### src/rtl/lime_control_mc.sv
// lime_control_mc: multi-cycle control FSM for the lime 16-bit core.
// Decodes {func, opcode} and sequences fetch/decode/execute/mem/wb.
// Ports:
//   CLK, Reset          clock (rising), async active-high reset
//   input_control       {func, opcode} from the instruction register
//   mem_ready           memory finishes the current access this cycle
//   halt_req            stop at the next instruction boundary
//   trap_clear          one-cycle pulse that leaves TRAP
//   mem_req             a memory access is active
//   MemR..keepALUOut    datapath strobes
//   IoD, ALUSrcA/B      address / ALU operand selects
//   BranchType, ALUOp   branch condition and ALU operation
//   current_state       raw state encoding for debug
//   trap, trap_cause    trap flag, cause (01 illegal, 10 timeout)
//   halted              parked in HALT
//   instr_retired       retired-instruction counter (wraps)
module lime_control_mc #(
  parameter int FUNC_W   = 4,
  parameter int OPC_W    = 3,
  parameter int ALUOP_W  = 4,
  parameter int MAX_WAIT = 15,
  parameter int RETIRE_W = 16
) (
  input  logic                    CLK,
  input  logic                    Reset,
  input  logic [FUNC_W+OPC_W-1:0] input_control,
  input  logic                    mem_ready,
  input  logic                    halt_req,
  input  logic                    trap_clear,
  output logic                    mem_req,
  output logic                    MemR,
  output logic                    MemW,
  output logic                    IRWrite,
  output logic                    PCWrite,
  output logic                    PCSrc,
  output logic                    RegWrite,
  output logic                    Mem2Reg,
  output logic                    Branch,
  output logic                    keepALUOut,
  output logic [1:0]              IoD,
  output logic [2:0]              ALUSrcA,
  output logic [1:0]              ALUSrcB,
  output logic [1:0]              BranchType,
  output logic [ALUOP_W-1:0]      ALUOp,
  output logic [4:0]              current_state,
  output logic                    trap,
  output logic [1:0]              trap_cause,
  output logic                    halted,
  output logic [RETIRE_W-1:0]     instr_retired
);

  localparam logic [4:0] S_FETCH    = 5'd0;
  localparam logic [4:0] S_DECODE   = 5'd1;
  localparam logic [4:0] S_RTYPE    = 5'd2;
  localparam logic [4:0] S_RITYPE   = 5'd3;
  localparam logic [4:0] S_RTYPEEND = 5'd4;
  localparam logic [4:0] S_LW1      = 5'd5;
  localparam logic [4:0] S_LW2      = 5'd6;
  localparam logic [4:0] S_SW       = 5'd7;
  localparam logic [4:0] S_JALR     = 5'd8;
  localparam logic [4:0] S_BRANCH   = 5'd9;
  localparam logic [4:0] S_BRANCH2  = 5'd10;
  localparam logic [4:0] S_JAL      = 5'd11;
  localparam logic [4:0] S_LAS1     = 5'd12;
  localparam logic [4:0] S_LAS2     = 5'd13;
  localparam logic [4:0] S_LAS3     = 5'd14;
  localparam logic [4:0] S_TRAP     = 5'd15;
  localparam logic [4:0] S_HALT     = 5'd16;

  localparam logic [ALUOP_W-1:0] ALU_ADD = '0;
  localparam logic [ALUOP_W-1:0] ALU_SUB = ALUOP_W'(1);
  localparam logic [ALUOP_W-1:0] ALU_J   = ALUOP_W'(12);

  localparam logic [1:0] C_ILL = 2'b01;
  localparam logic [1:0] C_TMO = 2'b10;

  // With the timeout disabled the counter only needs to show
  // "not the entry cycle", so it saturates at 1.
  localparam int CNT_MAX = (MAX_WAIT == 0) ? 1 : MAX_WAIT;
  localparam int CNT_W   = $clog2(CNT_MAX + 1);

  logic [4:0]        state;
  logic [4:0]        state_next;
  logic [CNT_W-1:0]  wait_cnt;
  logic [FUNC_W-1:0] func;
  logic [OPC_W-1:0]  opc;
  logic              is_mem;
  logic              halting;
  logic              timeout;
  logic              retire;

  assign func = input_control[FUNC_W+OPC_W-1 -: FUNC_W];
  assign opc  = input_control[OPC_W-1:0];

  assign is_mem = (state == S_FETCH) || (state == S_LW1) ||
                  (state == S_SW)    || (state == S_LAS1) ||
                  (state == S_LAS3);

  // Halt is taken only on the first FETCH cycle, before any
  // request has been seen by memory.
  assign halting = (state == S_FETCH) && halt_req &&
                   (wait_cnt == '0);

  assign timeout = (MAX_WAIT != 0) && is_mem && !mem_ready &&
                   (wait_cnt == CNT_W'(CNT_MAX));

  function automatic logic [ALUOP_W-1:0] fmap(
    input logic [FUNC_W-1:0] f
  );
    if (f <= FUNC_W'(8))       fmap = ALUOP_W'(f);
    else if (f == FUNC_W'(9))  fmap = ALU_ADD;
    else if (f == FUNC_W'(10)) fmap = ALU_ADD;
    else if (f == FUNC_W'(12)) fmap = ALU_J;
    else                       fmap = '0;
  endfunction

  // Memory-state advance: halt, then ready, then timeout.
  function automatic logic [4:0] mem_next(
    input logic [4:0] nxt,
    input logic [4:0] cur
  );
    if (halting)        mem_next = S_HALT;
    else if (mem_ready) mem_next = nxt;
    else if (timeout)   mem_next = S_TRAP;
    else                mem_next = cur;
  endfunction

  always_comb begin
    state_next = S_FETCH;
    case (state)
      S_FETCH:  state_next = mem_next(S_DECODE, state);
      S_DECODE: begin
        case (opc)
          OPC_W'(0): state_next = S_RTYPE;
          OPC_W'(1): begin
            if (func == FUNC_W'(11))
              state_next = S_JALR;
            else if (func[FUNC_W-1 -: 2] == 2'b11)
              state_next = S_BRANCH;
            else
              state_next = S_RITYPE;
          end
          OPC_W'(2): state_next = S_RITYPE;
          OPC_W'(3): state_next = S_FETCH;
          OPC_W'(4): state_next = S_JAL;
          OPC_W'(5): state_next = S_LAS1;
          default:   state_next = S_TRAP;
        endcase
      end
      S_RTYPE:  state_next = S_RTYPEEND;
      S_RITYPE: begin
        if (func == FUNC_W'(9))
          state_next = S_LW1;
        else if (func == FUNC_W'(10))
          state_next = S_SW;
        else
          state_next = S_RTYPEEND;
      end
      S_LW1:    state_next = mem_next(S_LW2, state);
      S_SW:     state_next = mem_next(S_FETCH, state);
      S_BRANCH: state_next = S_BRANCH2;
      S_LAS1:   state_next = mem_next(S_LAS2, state);
      S_LAS2:   state_next = S_LAS3;
      S_LAS3:   state_next = mem_next(S_FETCH, state);
      S_TRAP:   state_next = trap_clear ? S_FETCH : S_TRAP;
      S_HALT:   state_next = halt_req ? S_HALT : S_FETCH;
      default:  state_next = S_FETCH;
    endcase
  end

  // Only completed instructions count; TRAP/HALT exits do not.
  always_comb begin
    retire = 1'b0;
    if (state_next == S_FETCH) begin
      case (state)
        S_RTYPEEND, S_LW2, S_SW, S_JALR,
        S_BRANCH2, S_JAL, S_LAS3, S_DECODE: retire = 1'b1;
        default: retire = 1'b0;
      endcase
    end
  end

  always_ff @(posedge CLK or posedge Reset) begin
    if (Reset) begin
      state         <= S_FETCH;
      wait_cnt      <= '0;
      instr_retired <= '0;
      trap_cause    <= 2'b00;
    end else begin
      state <= state_next;
      if (state_next != state)
        wait_cnt <= '0;
      else if (is_mem && !mem_ready &&
               (wait_cnt != CNT_W'(CNT_MAX)))
        wait_cnt <= wait_cnt + 1'b1;
      if (retire)
        instr_retired <= instr_retired + 1'b1;
      if (state == S_DECODE && state_next == S_TRAP)
        trap_cause <= C_ILL;
      else if (is_mem && state_next == S_TRAP)
        trap_cause <= C_TMO;
      else if (state == S_TRAP && trap_clear)
        trap_cause <= 2'b00;
    end
  end

  always_comb begin
    mem_req    = 1'b0;
    MemR       = 1'b0;
    MemW       = 1'b0;
    IRWrite    = 1'b0;
    PCWrite    = 1'b0;
    PCSrc      = 1'b0;
    RegWrite   = 1'b0;
    Mem2Reg    = 1'b0;
    Branch     = 1'b0;
    keepALUOut = 1'b0;
    IoD        = 2'd0;
    ALUSrcA    = 3'd0;
    ALUSrcB    = 2'd0;
    BranchType = 2'd0;
    ALUOp      = '0;
    trap       = 1'b0;
    halted     = 1'b0;
    case (state)
      S_FETCH: begin
        if (!halting) begin
          mem_req = 1'b1;
          MemR    = 1'b1;
          ALUSrcB = 2'd1;
          ALUOp   = ALU_ADD;
          IRWrite = mem_ready;
          PCWrite = mem_ready;
        end
      end
      S_DECODE: keepALUOut = 1'b1;
      S_RTYPE: begin
        ALUSrcA = 3'd2;
        ALUOp   = fmap(func);
      end
      S_RITYPE: begin
        ALUSrcA = 3'd2;
        ALUSrcB = 2'd2;
        Branch  = 1'b1;
        ALUOp   = fmap(func);
      end
      S_RTYPEEND: RegWrite = 1'b1;
      S_LW1: begin
        mem_req = 1'b1;
        MemR    = 1'b1;
        IoD     = 2'd1;
      end
      S_LW2: begin
        Mem2Reg  = 1'b1;
        RegWrite = 1'b1;
      end
      S_SW: begin
        mem_req = 1'b1;
        MemW    = 1'b1;
        IoD     = 2'd1;
      end
      S_LAS1: begin
        mem_req    = 1'b1;
        MemR       = 1'b1;
        IoD        = 2'd2;
        keepALUOut = 1'b1;
      end
      S_LAS2: begin
        ALUSrcA = 3'd4;
        ALUSrcB = 2'd2;
        ALUOp   = ALU_ADD;
      end
      S_LAS3: begin
        mem_req  = 1'b1;
        MemW     = 1'b1;
        IoD      = 2'd2;
        RegWrite = mem_ready;
      end
      S_JALR: begin
        ALUSrcA    = 3'd2;
        ALUSrcB    = 2'd2;
        ALUOp      = ALU_ADD;
        PCWrite    = 1'b1;
        RegWrite   = 1'b1;
        keepALUOut = 1'b1;
      end
      S_BRANCH: begin
        ALUSrcB    = 2'd2;
        ALUOp      = ALU_ADD;
        Branch     = 1'b1;
        BranchType = func[1:0];
      end
      S_BRANCH2: begin
        ALUSrcA    = 3'd2;
        ALUOp      = ALU_SUB;
        Branch     = 1'b1;
        BranchType = func[1:0];
        PCSrc      = 1'b1;
        PCWrite    = 1'b1;
      end
      S_JAL: begin
        ALUSrcB  = 2'd2;
        ALUOp    = ALU_J;
        RegWrite = 1'b1;
        PCWrite  = 1'b1;
      end
      S_TRAP: trap = 1'b1;
      S_HALT: halted = 1'b1;
      default: ;
    endcase
  end

  assign current_state = state;

endmodule

### config.mk
export PLATFORM = sky130hd
export DESIGN_NAME = lime_control_mc
export DESIGN_NICKNAME = d
export VERILOG_FILES = /design/src/rtl/lime_control_mc.sv
export SDC_FILE = /design/constraint.sdc
export NUM_CORES = 1
export LEC_CHECK = 0
export BUFFER_PORTS_ARGS = -buffer_cell sky130_fd_sc_hd__buf_2
export CAP_MARGIN = 20
export CORE_AREA = 4 4 73 75
export CTS_CLUSTER_SIZE = 20
export DETAILED_ROUTE_END_ITERATION = 16
export DIE_AREA = 0 0 77 79
export GPL_TIMING_DRIVEN = 0
export PLACE_DENSITY = 0.74
export SYNTH_ARGS = -nofsm -noshare
export SYNTH_HDL_FRONTEND = slang
export SYNTH_SLANG_ARGS = --single-unit
### constraint.sdc
create_clock -name CLK -period 2.3 [get_ports CLK]
set_input_delay 0.345 -clock CLK [delete_from_list [all_inputs] [get_ports CLK]]
set_output_delay 0.345 -clock CLK [all_outputs]
set_load 0.1 [all_outputs]
# Yosys cells after proc, flatten, opt, wreduce, memory -nomap -nowiden
# Memory sizes are Yosys's and may differ from the RTL's.
# Cells that the tools add are included.
# totals
in_bits,12
latch_bits,0
out_inout_bits,48
mem_bits_ro,16
n_memories,1
ram_bits,0
reg_bits,27
# mem_list
name,depth,word_bits,rd,rd_ports_with_merged_regs,wr,line,rtl
(no name shown),16,1,1,0,0,175,case (state)
# classes
bitwise_logic,0
eq_ne,30
add_sub_neg,2
n_shift,0
div_mod_pow,0
n_reduce_logical,32
n_mul,0
mux,48
magnitude_cmp,1
# ops
operator,n
5-bit one-hot mux with 11 select lines,1
5-bit 2-to-1 mux,10
5-bit by 4-bit equality test with 1-bit output (second input constant),9
4-bit 2-to-1 mux,9
4-bit one-hot mux with 6 select lines,1
4-bit equality test (second input constant),5
5-bit by 3-bit equality test with 1-bit output (second input constant),4
16-bit by 1-bit adder with 16-bit output (second input constant),1
1-bit 2-to-1 mux,13
2-bit 2-to-1 mux,6
4-bit one-hot mux with 3 select lines,1
2-bit OR reduction,6
4-bit OR reduction,3
5-bit by 2-bit equality test with 1-bit output (second input constant),2
5-bit zero test,2
3-bit OR reduction,3
1-bit logical AND,8
1-bit one-hot mux with 2 select lines,4
2-bit one-hot mux with 2 select lines,2
3-bit by 2-bit equality test with 1-bit output (second input constant),2
3-bit equality test (second input constant),2
3-bit one-hot mux with 2 select lines,1
5-bit by 1-bit equality test with 1-bit output (second input constant),1
5-bit equality test (second input constant),1
other kinds (13),16

# Longest topological paths before layout
# Gate-level depths: netlist of the first run.
# logic_depth
word_depth,15
mapped_depth,9

# Worst setup path after synthesis of the first run
# Ideal clock, no wire load.
# synth_path
kind,reg-to-output
startpoint,register state[2] (netlist: current_state[2])
endpoint,output port MemR
path_slack_ns,-4.485
required_ns,1.955
stages_incl_launch_ff,7
t_arrival_ns,6.440
path_cell_list,dfrtp_1 > buf_2 > buf_2 > nand2_1 > nand2_1 > a21oi_1 > a2111oi_0
# synth_via
elab_chain_cells,5
word_cells_on_any_way,8
cone_classes,eq/ne (2); mux (2); reduce/logical (4)
# synth_lines
element,line,rtl
start: declaration,82,logic [4:0] state;
start signal: assignment,190,state <= state_next;
5-bit zero test,"101, 225",
1-bit logical AND (2 in a row),101,assign halting = (state == S_FETCH) && halt_req &&
1-bit 2-to-1 mux,227,if (!halting) begin
1-bit one-hot mux with 2 select lines (*),225,case (state)
end: declaration,31,"output logic MemR,"
# Mark *: on every way between the ends. The rest lies on a longest branch, timed or not.

# Worst setup path in the final report of the first run
# layout_path
startpoint,register state[3] (netlist: current_state[3])
endpoint,register wait_cnt[1]
# layout_via
elab_chain_cells,13
word_cells_on_any_way,35
cone_classes,eq/ne (12); mux (11); reduce/logical (12)
# layout_lines
element,line,rtl
5-bit by 3-bit equality test with 1-bit output or 5-bit zero test (tied branches),"95, 130, 101",
1-bit logical OR (2 in a row),95,assign is_mem = (state == S_FETCH) || (state == S_LW1) ||
1-bit logical OR (2 in a row),96,(state == S_SW) || (state == S_LAS1) ||
1-bit logical AND (2 in a row),104,assign timeout = (MAX_WAIT != 0) && is_mem && !mem_ready &&
5-bit 2-to-1 mux,124,else if (timeout) mem_next = S_TRAP;
5-bit 2-to-1 mux,123,else if (mem_ready) mem_next = nxt;
5-bit 2-to-1 mux,122,if (halting) mem_next = S_HALT;
5-bit one-hot mux with 11 select lines (*),130,case (state)
via state_next[0],83,logic [4:0] state_next;
5-bit inequality test (*),191,if (state_next != state)
4-bit 2-to-1 mux or 2-bit nonzero test (tied branches),n/a,
end signal: assignment,195,wait_cnt <= wait_cnt + 1'b1;
end: declaration,84,logic [CNT_W-1:0] wait_cnt;
# The timed path passes the listed nets; every way through them passes the cells marked *.
# A chain may end at the register's enable or synchronous reset.

==> out/summary.txt, run 1 <==
Placed Instance Area: 0.00282 mm^2
Crit Path Max Fanout: 8
clk_lat worst skew: 280 ps
r2r worst-path depth: 7
dpl ws: -408 ps
CORE AREA: 0.00466 mm^2
largest net degree at the start of global routing: 28
first-pass GRT wire length: 11.4 mm
Post-synth EDFFs: 0
RSZ-0062 raised after global routing: true
CP Class: reg2reg
Layout Utilization: 76.2%
P per Cell Area: 1460 mW/mm^2
Worst Setup Start Kind: flip-flop
Critical Path RT: 2480 ps
Die Wd: 77 um
DR vias/cell: 6.27
max frequency: 0.414 GHz
top cells by area, synth: dfrtp_1, xor2_1, nand2_1
Post-route DRC: 0
DR WL/cell: 19.5 um
maxcap violations: 0
Setup Skew: 11.1 ps
Avg Inst Size Synth: 8.21 um^2
Starting Density: 45.6%
Ports: 60
Max H-tree Level: 1
critical path endpoint category: flip-flop
fin crit share: 105%
reg-to-reg endpoint: wait_cnt[1]$_DFFE_PP0P_
drt total wl: 7.70 mm
reg2reg start: current_state[3]$_DFF_PP0_
final estimated routing congestion in global placement: 0.884
post-route minimum period: 2410 ps
WHS Path Cells: 3
Arrival @ worst endpoint: 2590 ps
detailed placement HPWL: 4.87 mm
Ant. Diodes: 0
CTS buffer count: 3
Final Instance Area: 0.00355 mm^2
gr usage total: 22.8%
# setup viols final: 16
Async SR Flop Fraction: 100%
Yosys Warn Count: 0
ys flop type: dfrtp_1
Rows: 25
hold path endpoint: current_state[4]$_DFF_PP0_
Final WS setup: -114 ps
Slew Limit Fails: 0
Seq/Total Area, Yosys: 31.8%
Die Ht: 79 um
Net Count, Synth: 274
Static Leak: 1.58 nW
Yosys top cell area share: 31.8%
Area Overhead vs Synth: 67.1%
antenna violations before repair: 0
post-route ant nets: 0
most common cell in the synthesized netlist: dfrtp_1
port buffer count: 58
vias: 2476
synthesized area: 0.00213 mm^2
Final Hold Vio Count: 0
TritonCTS clock tree: done
CTS clk-pin slew, worst paths: 100 ps
Max IR drop VDD: 0.937 mV
share of cells above drive strength 1: 52.8%
Post-synth top cells: dfrtp_1, nand2_1, nor2_1, nor3_1, xor2_1
Remaining Overflow, GRT: 0
Hold Slack: 392 ps
clk buf depth: 2
DP Cell Count: 371
DR pass1 iterations: 5
worst hold path startpoint: halt_req
clk root buf: clkbuf_8
R2R setup slack: -110 ps
Seq cells post-synth: 27
initial DRC count: 192
violated checks: setup timing
count of cell types in the netlist: 56
status: complete, but fails checks
fin nets: 357
final non-filler cell total: 395
Tightest Hold Check Type: in2reg
top cell type by total area after synthesis: dfrtp_1
Die ar.: 0.00608 mm^2
CTS Sinks: 27
vias in the first global route: 2314
Post-Syn Instances: 259
through the flow:
step | TNS (ps) | power (mW)
after floorplan | -9050 | 3.43
after global placement | -5400 | 3.92
after detailed placement | -6710 | 3.95
after CTS | -397 | 4.80
after global routing | -2540 | 5.40
final | -1060 | 5.20
registers in the layout (all words and copies together), names as in the netlist:
name / count
trap_cause: 2
wait_cnt: 4
current_state: 5
instr_retired: 16
worst max path at each step:
stage | start | end | slack (ps) | cells past startpoint
floorplan | current_state[2]$_DFF_PP0_ | PCWrite | -1180 | 5
global placement | current_state[4]$_DFF_PP0_ | halted | -390 | 5
detailed placement | current_state[4]$_DFF_PP0_ | halted | -410 | 5
CTS | current_state[2]$_DFF_PP0_ | wait_cnt[1]$_DFFE_PP0P_ | -120 | 6
global route | current_state[3]$_DFF_PP0_ | instr_retired[7]$_DFFE_PP0P_ | -190 | 7
finish | current_state[3]$_DFF_PP0_ | wait_cnt[1]$_DFFE_PP0P_ | -110 | 7
routing by layer:
metal | routed length (um) | vias to the layer above | track usage [%]
li1 | - | 1103 | -
met1 | 3010 | 1180 | 28.6
met2 | 3890 | 159 | 40.6
met3 | 526 | 34 | 2.61
met4 | 268 | 0 | 8.54
met5 | 0 | - | 0
report_power, final:
| part | leakage, nW | switching (mW) | internal, mW |
|---|---|---|---|
| Combinational | 1.20 | 2.85 | 1.35 |
| Clock | 0.0217 | 0.156 | 0.123 |
| Sequential | 0.354 | 0.126 | 0.588 |
cell type report:
class | count | area, um^2
multi-input combinational | 206 | 1870
fill | 293 | 1110
sequential | 27 | 692
timing repair buffer | 78 | 652
buffer | 16 | 173
tap | 54 | 67.6
inverter | 10 | 46.3
clock buffer | 3 | 41.3
clock inverter | 1 | 7.51
critical path, cell delays in order, from the launching register on:
cell and delay (ps):
dfrtp_4 550, or4_4 570, a31oi_4 190, o311ai_0 180, o211ai_1 220, buf_4 160
xnor2_2 120, nor4_2 310
what timing repair did:
| item | in CTS | in global routing |
|---|---|---|
| buffers inserted | 11 | 7 |
| gates resized for setup | 80 | 37 |
| hold buffers | 0 | 1 |
| endpoints found under the hold margin | 0 | 2 |
| pin swaps | 8 | 4 |
| cloned | 1 | 0 |
| setup endpoints to repair | 44 | 42 |
layout by cell type, fill, tap and decap left out, types with 4 or more instances in the layout:
cell type,count
nor2_1,11
dfrtp_1,22
nor3_4,6
inv_1,7
and3_1,8
xor2_1,17
buf_2,39
nor2_4,4
nor3_2,6
nand3_1,9
nand2_1,22
nor3_1,5
buf_6,13
o21ai_0,7
dfrtp_4,4
buf_4,23
buf_8,4
nand2b_1,4
a21oi_1,8
nor4_4,4
clkbuf_8,6
buf_12,8
nor4_2,8
logic make-up (layout without fill, tap and decap cells):
logic type | count (synthesis) | in the layout | synth area share, %
other cells | 1 | 1 | 0.176
simple gates | 124 | 124 | 31.8
fa+ha+maj | 4 | 4 | 2.24
mux | 3 | 3 | 1.47
buf+inv | 26 | 108 | 5.36
xor+xnor | 22 | 22 | 9.06
compound gates | 52 | 52 | 18.1
flops | 27 | 27 | 31.8
Power figures use the tool's default switching activity.
==> run 2: changes to the inputs <==
==> config.mk (replaced) <==
export PLATFORM = sky130hd
export DESIGN_NAME = lime_control_mc
export DESIGN_NICKNAME = d
export VERILOG_FILES = /design/src/rtl/lime_control_mc.sv
export SDC_FILE = /design/constraint.sdc
export NUM_CORES = 1
export LEC_CHECK = 0
export ABC_CLOCK_PERIOD_IN_PS = 3000
export BUFFER_PORTS_ARGS = -buffer_cell sky130_fd_sc_hd__buf_2
export CAP_MARGIN = 20
export CORE_AREA = 4 4 67 69
export CTS_CLUSTER_SIZE = 20
export DETAILED_ROUTE_END_ITERATION = 16
export DIE_AREA = 0 0 71 73
export GPL_TIMING_DRIVEN = 0
export PLACE_DENSITY = 0.83
export SYNTH_ARGS = -nofsm -noshare
export SYNTH_HDL_FRONTEND = slang
export SYNTH_SLANG_ARGS = --single-unit
==> constraint.sdc (replaced) <==
create_clock -name CLK -period 3 [get_ports CLK]
set_input_delay 0.45 -clock CLK [delete_from_list [all_inputs] [get_ports CLK]]
set_output_delay 0.45 -clock CLK [all_outputs]
set_load 0.1 [all_outputs]
==> run 2 against run 1 <==
Compared with the run above: the run now ends clean; worst hold slack worse by 310 ps; non-clock buffer count down 20; wire length down 22%; flip-flop and latch count unchanged; via count down 10%; global-route usage up 1.3 points; core utilization down 5.8 points; final cell count down 6.1%; combinational power down 44%; critical path depth down 2; sequential share of layout area up 5.4 points; clock skew down 4.5 ps; critical path type is now reg2out; largest power group unchanged; highest routed layer unchanged.
==> out/summary.txt, run 2 (synthesis gave the netlist of run 1 again) <==
share of cells above drive strength 1: 34.6%
Die Wd: 71 um
CTS clk-pin slew, worst paths: 100 ps
CP Class: reg2out
Ports: 60
Crit Path Max Fanout: 10
maxcap violations: 0
vias in the first global route: 2197
GRT busiest layer: met2
fin nets: 337
Starting Density: 54.3%
DR pass1 iterations: 4
Arrival @ worst endpoint: 2470 ps
Rows: 23
Layout Utilization: 70.4%
cts hold-fix bufs: 0
DR WL/cell: 16.3 um
Setup TNS: 0 ps
detailed placement HPWL: 4.61 mm
Max IR drop VDD: 1.18 mV
max frequency: 0.343 GHz
max reg flops: 16
clk buf depth: 2
gr usage total: 24.1%
Die Ht: 73 um
met2 usage: 41.0%
status: completed
Slowest-stage cell, CP: or4b_2
antenna violations before repair: 0
vias: 2226
Final Hold Vio Count: 0
critical path endpoint category: output port
drt total wl: 6.04 mm
Slew HR: 43.5%
Area Overhead vs Synth: 29.7%
Slew Limit Fails: 0
port buffer count: 58
Critical Path RT: 2550 ps
Worst Setup Start Kind: flip-flop
post-route minimum period: 2920 ps
most common cell after layout, fill and taps aside: buf_2
Post-route DRC: 0
first-pass GRT wire length: 10.3 mm
post-CTS setup buffers: 0
fill cell count: 336
critical path cell sequence: buf_2, clkbuf_1, or4b_2, a21oi_4, clkbuf_4
commonest non-fill, non-tap cells in the layout: buf_2, nand2_1, dfrtp_1
Static Leak: 1.33 nW
Ant. Diodes: 0
grt met1 use: 31.4%
largest reg by FF count: instr_retired
Setup Skew: 6.67 ps
DR vias/cell: 6.00
initial DRC count: 257
Die ar.: 0.00518 mm^2
Max H-tree Level: 1
clk_lat worst skew: 270 ps
# setup viols final: 0
fin crit share: 97.3%
RSZ-0062 raised after global routing: false
final estimated routing congestion in global placement: 0.935
CTS Sinks: 27
CORE AREA: 0.00391 mm^2
CTS buffer count: 3
grt met3 use: 2.34%
Slew @ Worst Pin: 836 ps
clk root buf: clkbuf_8
Hold Slack: 81.4 ps
P per Cell Area: 1130 mW/mm^2
TritonCTS clock tree: done
Tightest Hold Check Type: in2async
largest net degree at the start of global routing: 28
post-route ant nets: 0
max incr delay on CP: 760 ps
Remaining Overflow, GRT: 0
==> run 2: worst paths after layout <==
| kind | from | slack [ps] | depth (start not counted) | endpoint |
|---|---|---|---|---|
| min reg2reg | instr_retired[15]$_DFFE_PP0P_ | 480 | 1 | instr_retired[15]$_DFFE_PP0P_ |
| max in group asynchronous | Reset | 2520 | 3 | current_state[1]$_DFF_PP0_ |
| max reg2reg | current_state[1]$_DFF_PP0_ | 270 | 7 | instr_retired[12]$_DFFE_PP0P_ |
| min | Reset | 80 | 2 | current_state[2]$_DFF_PP0_ |
| max | current_state[3]$_DFF_PP0_ | 80 | 5 | ALUOp[3] |
| min in group CLK | halt_req | 460 | 3 | current_state[4]$_DFF_PP0_ |
==> run 2: stage by stage <==
step	instances	total power [mW]	setup slack (ps)	cell area, um^2
after detailed placement	367	2.89	-92.4	2680
after floorplan	259	2.51	-589	2320
after CTS	371	3.10	2.41	2730
final	371	3.12	81.9	2760
after global placement	367	2.87	-98.2	2680
after global routing	371	3.27	10.4	2760
==> run 2: final cells by class <==
| type | instances | area (um^2) | area share [%] |
|---|---|---|---|
| multi-input combinational | 206 | 1520 | 55.0 |
| sequential | 27 | 687 | 24.9 |
| timing repair buffer | 59 | 323 | 11.7 |
| buffer | 15 | 82.6 | 3.00 |
| tap | 50 | 62.6 | 2.27 |
| clock buffer | 3 | 41.3 | 1.50 |
| inverter | 10 | 37.5 | 1.36 |
| clock inverter | 1 | 7.51 | 0.272 |
==> run 2: power breakdown <==
part | switching, mW | internal, mW | total [mW]
combinational | 1.83 | 0.534 | 2.36
clock | 0.114 | 0.0941 | 0.208
sequential | 0.0994 | 0.447 | 0.546
==> run 2: timing repair <==
item,4_1_cts,5_1_grt
gates resized for setup,2,3
endpoints found under the setup margin,8,5
cloned,0,0
==> run 2: critical path, delay by kind of cell, from the launching register on <==
kind | cells | cell delay (ps)
buffers and inverters | 3 | 810
AND/OR/NAND/NOR | 1 | 760
flip-flops | 1 | 470
AO/OA/AOI/OAI | 1 | 160
==> run 2: layer usage <==
metal,vias to the layer above,wire length [um]
li1,1068,-
met1,1050,2560
met2,92,2970
met3,16,379
met4,0,127
met5,-,0
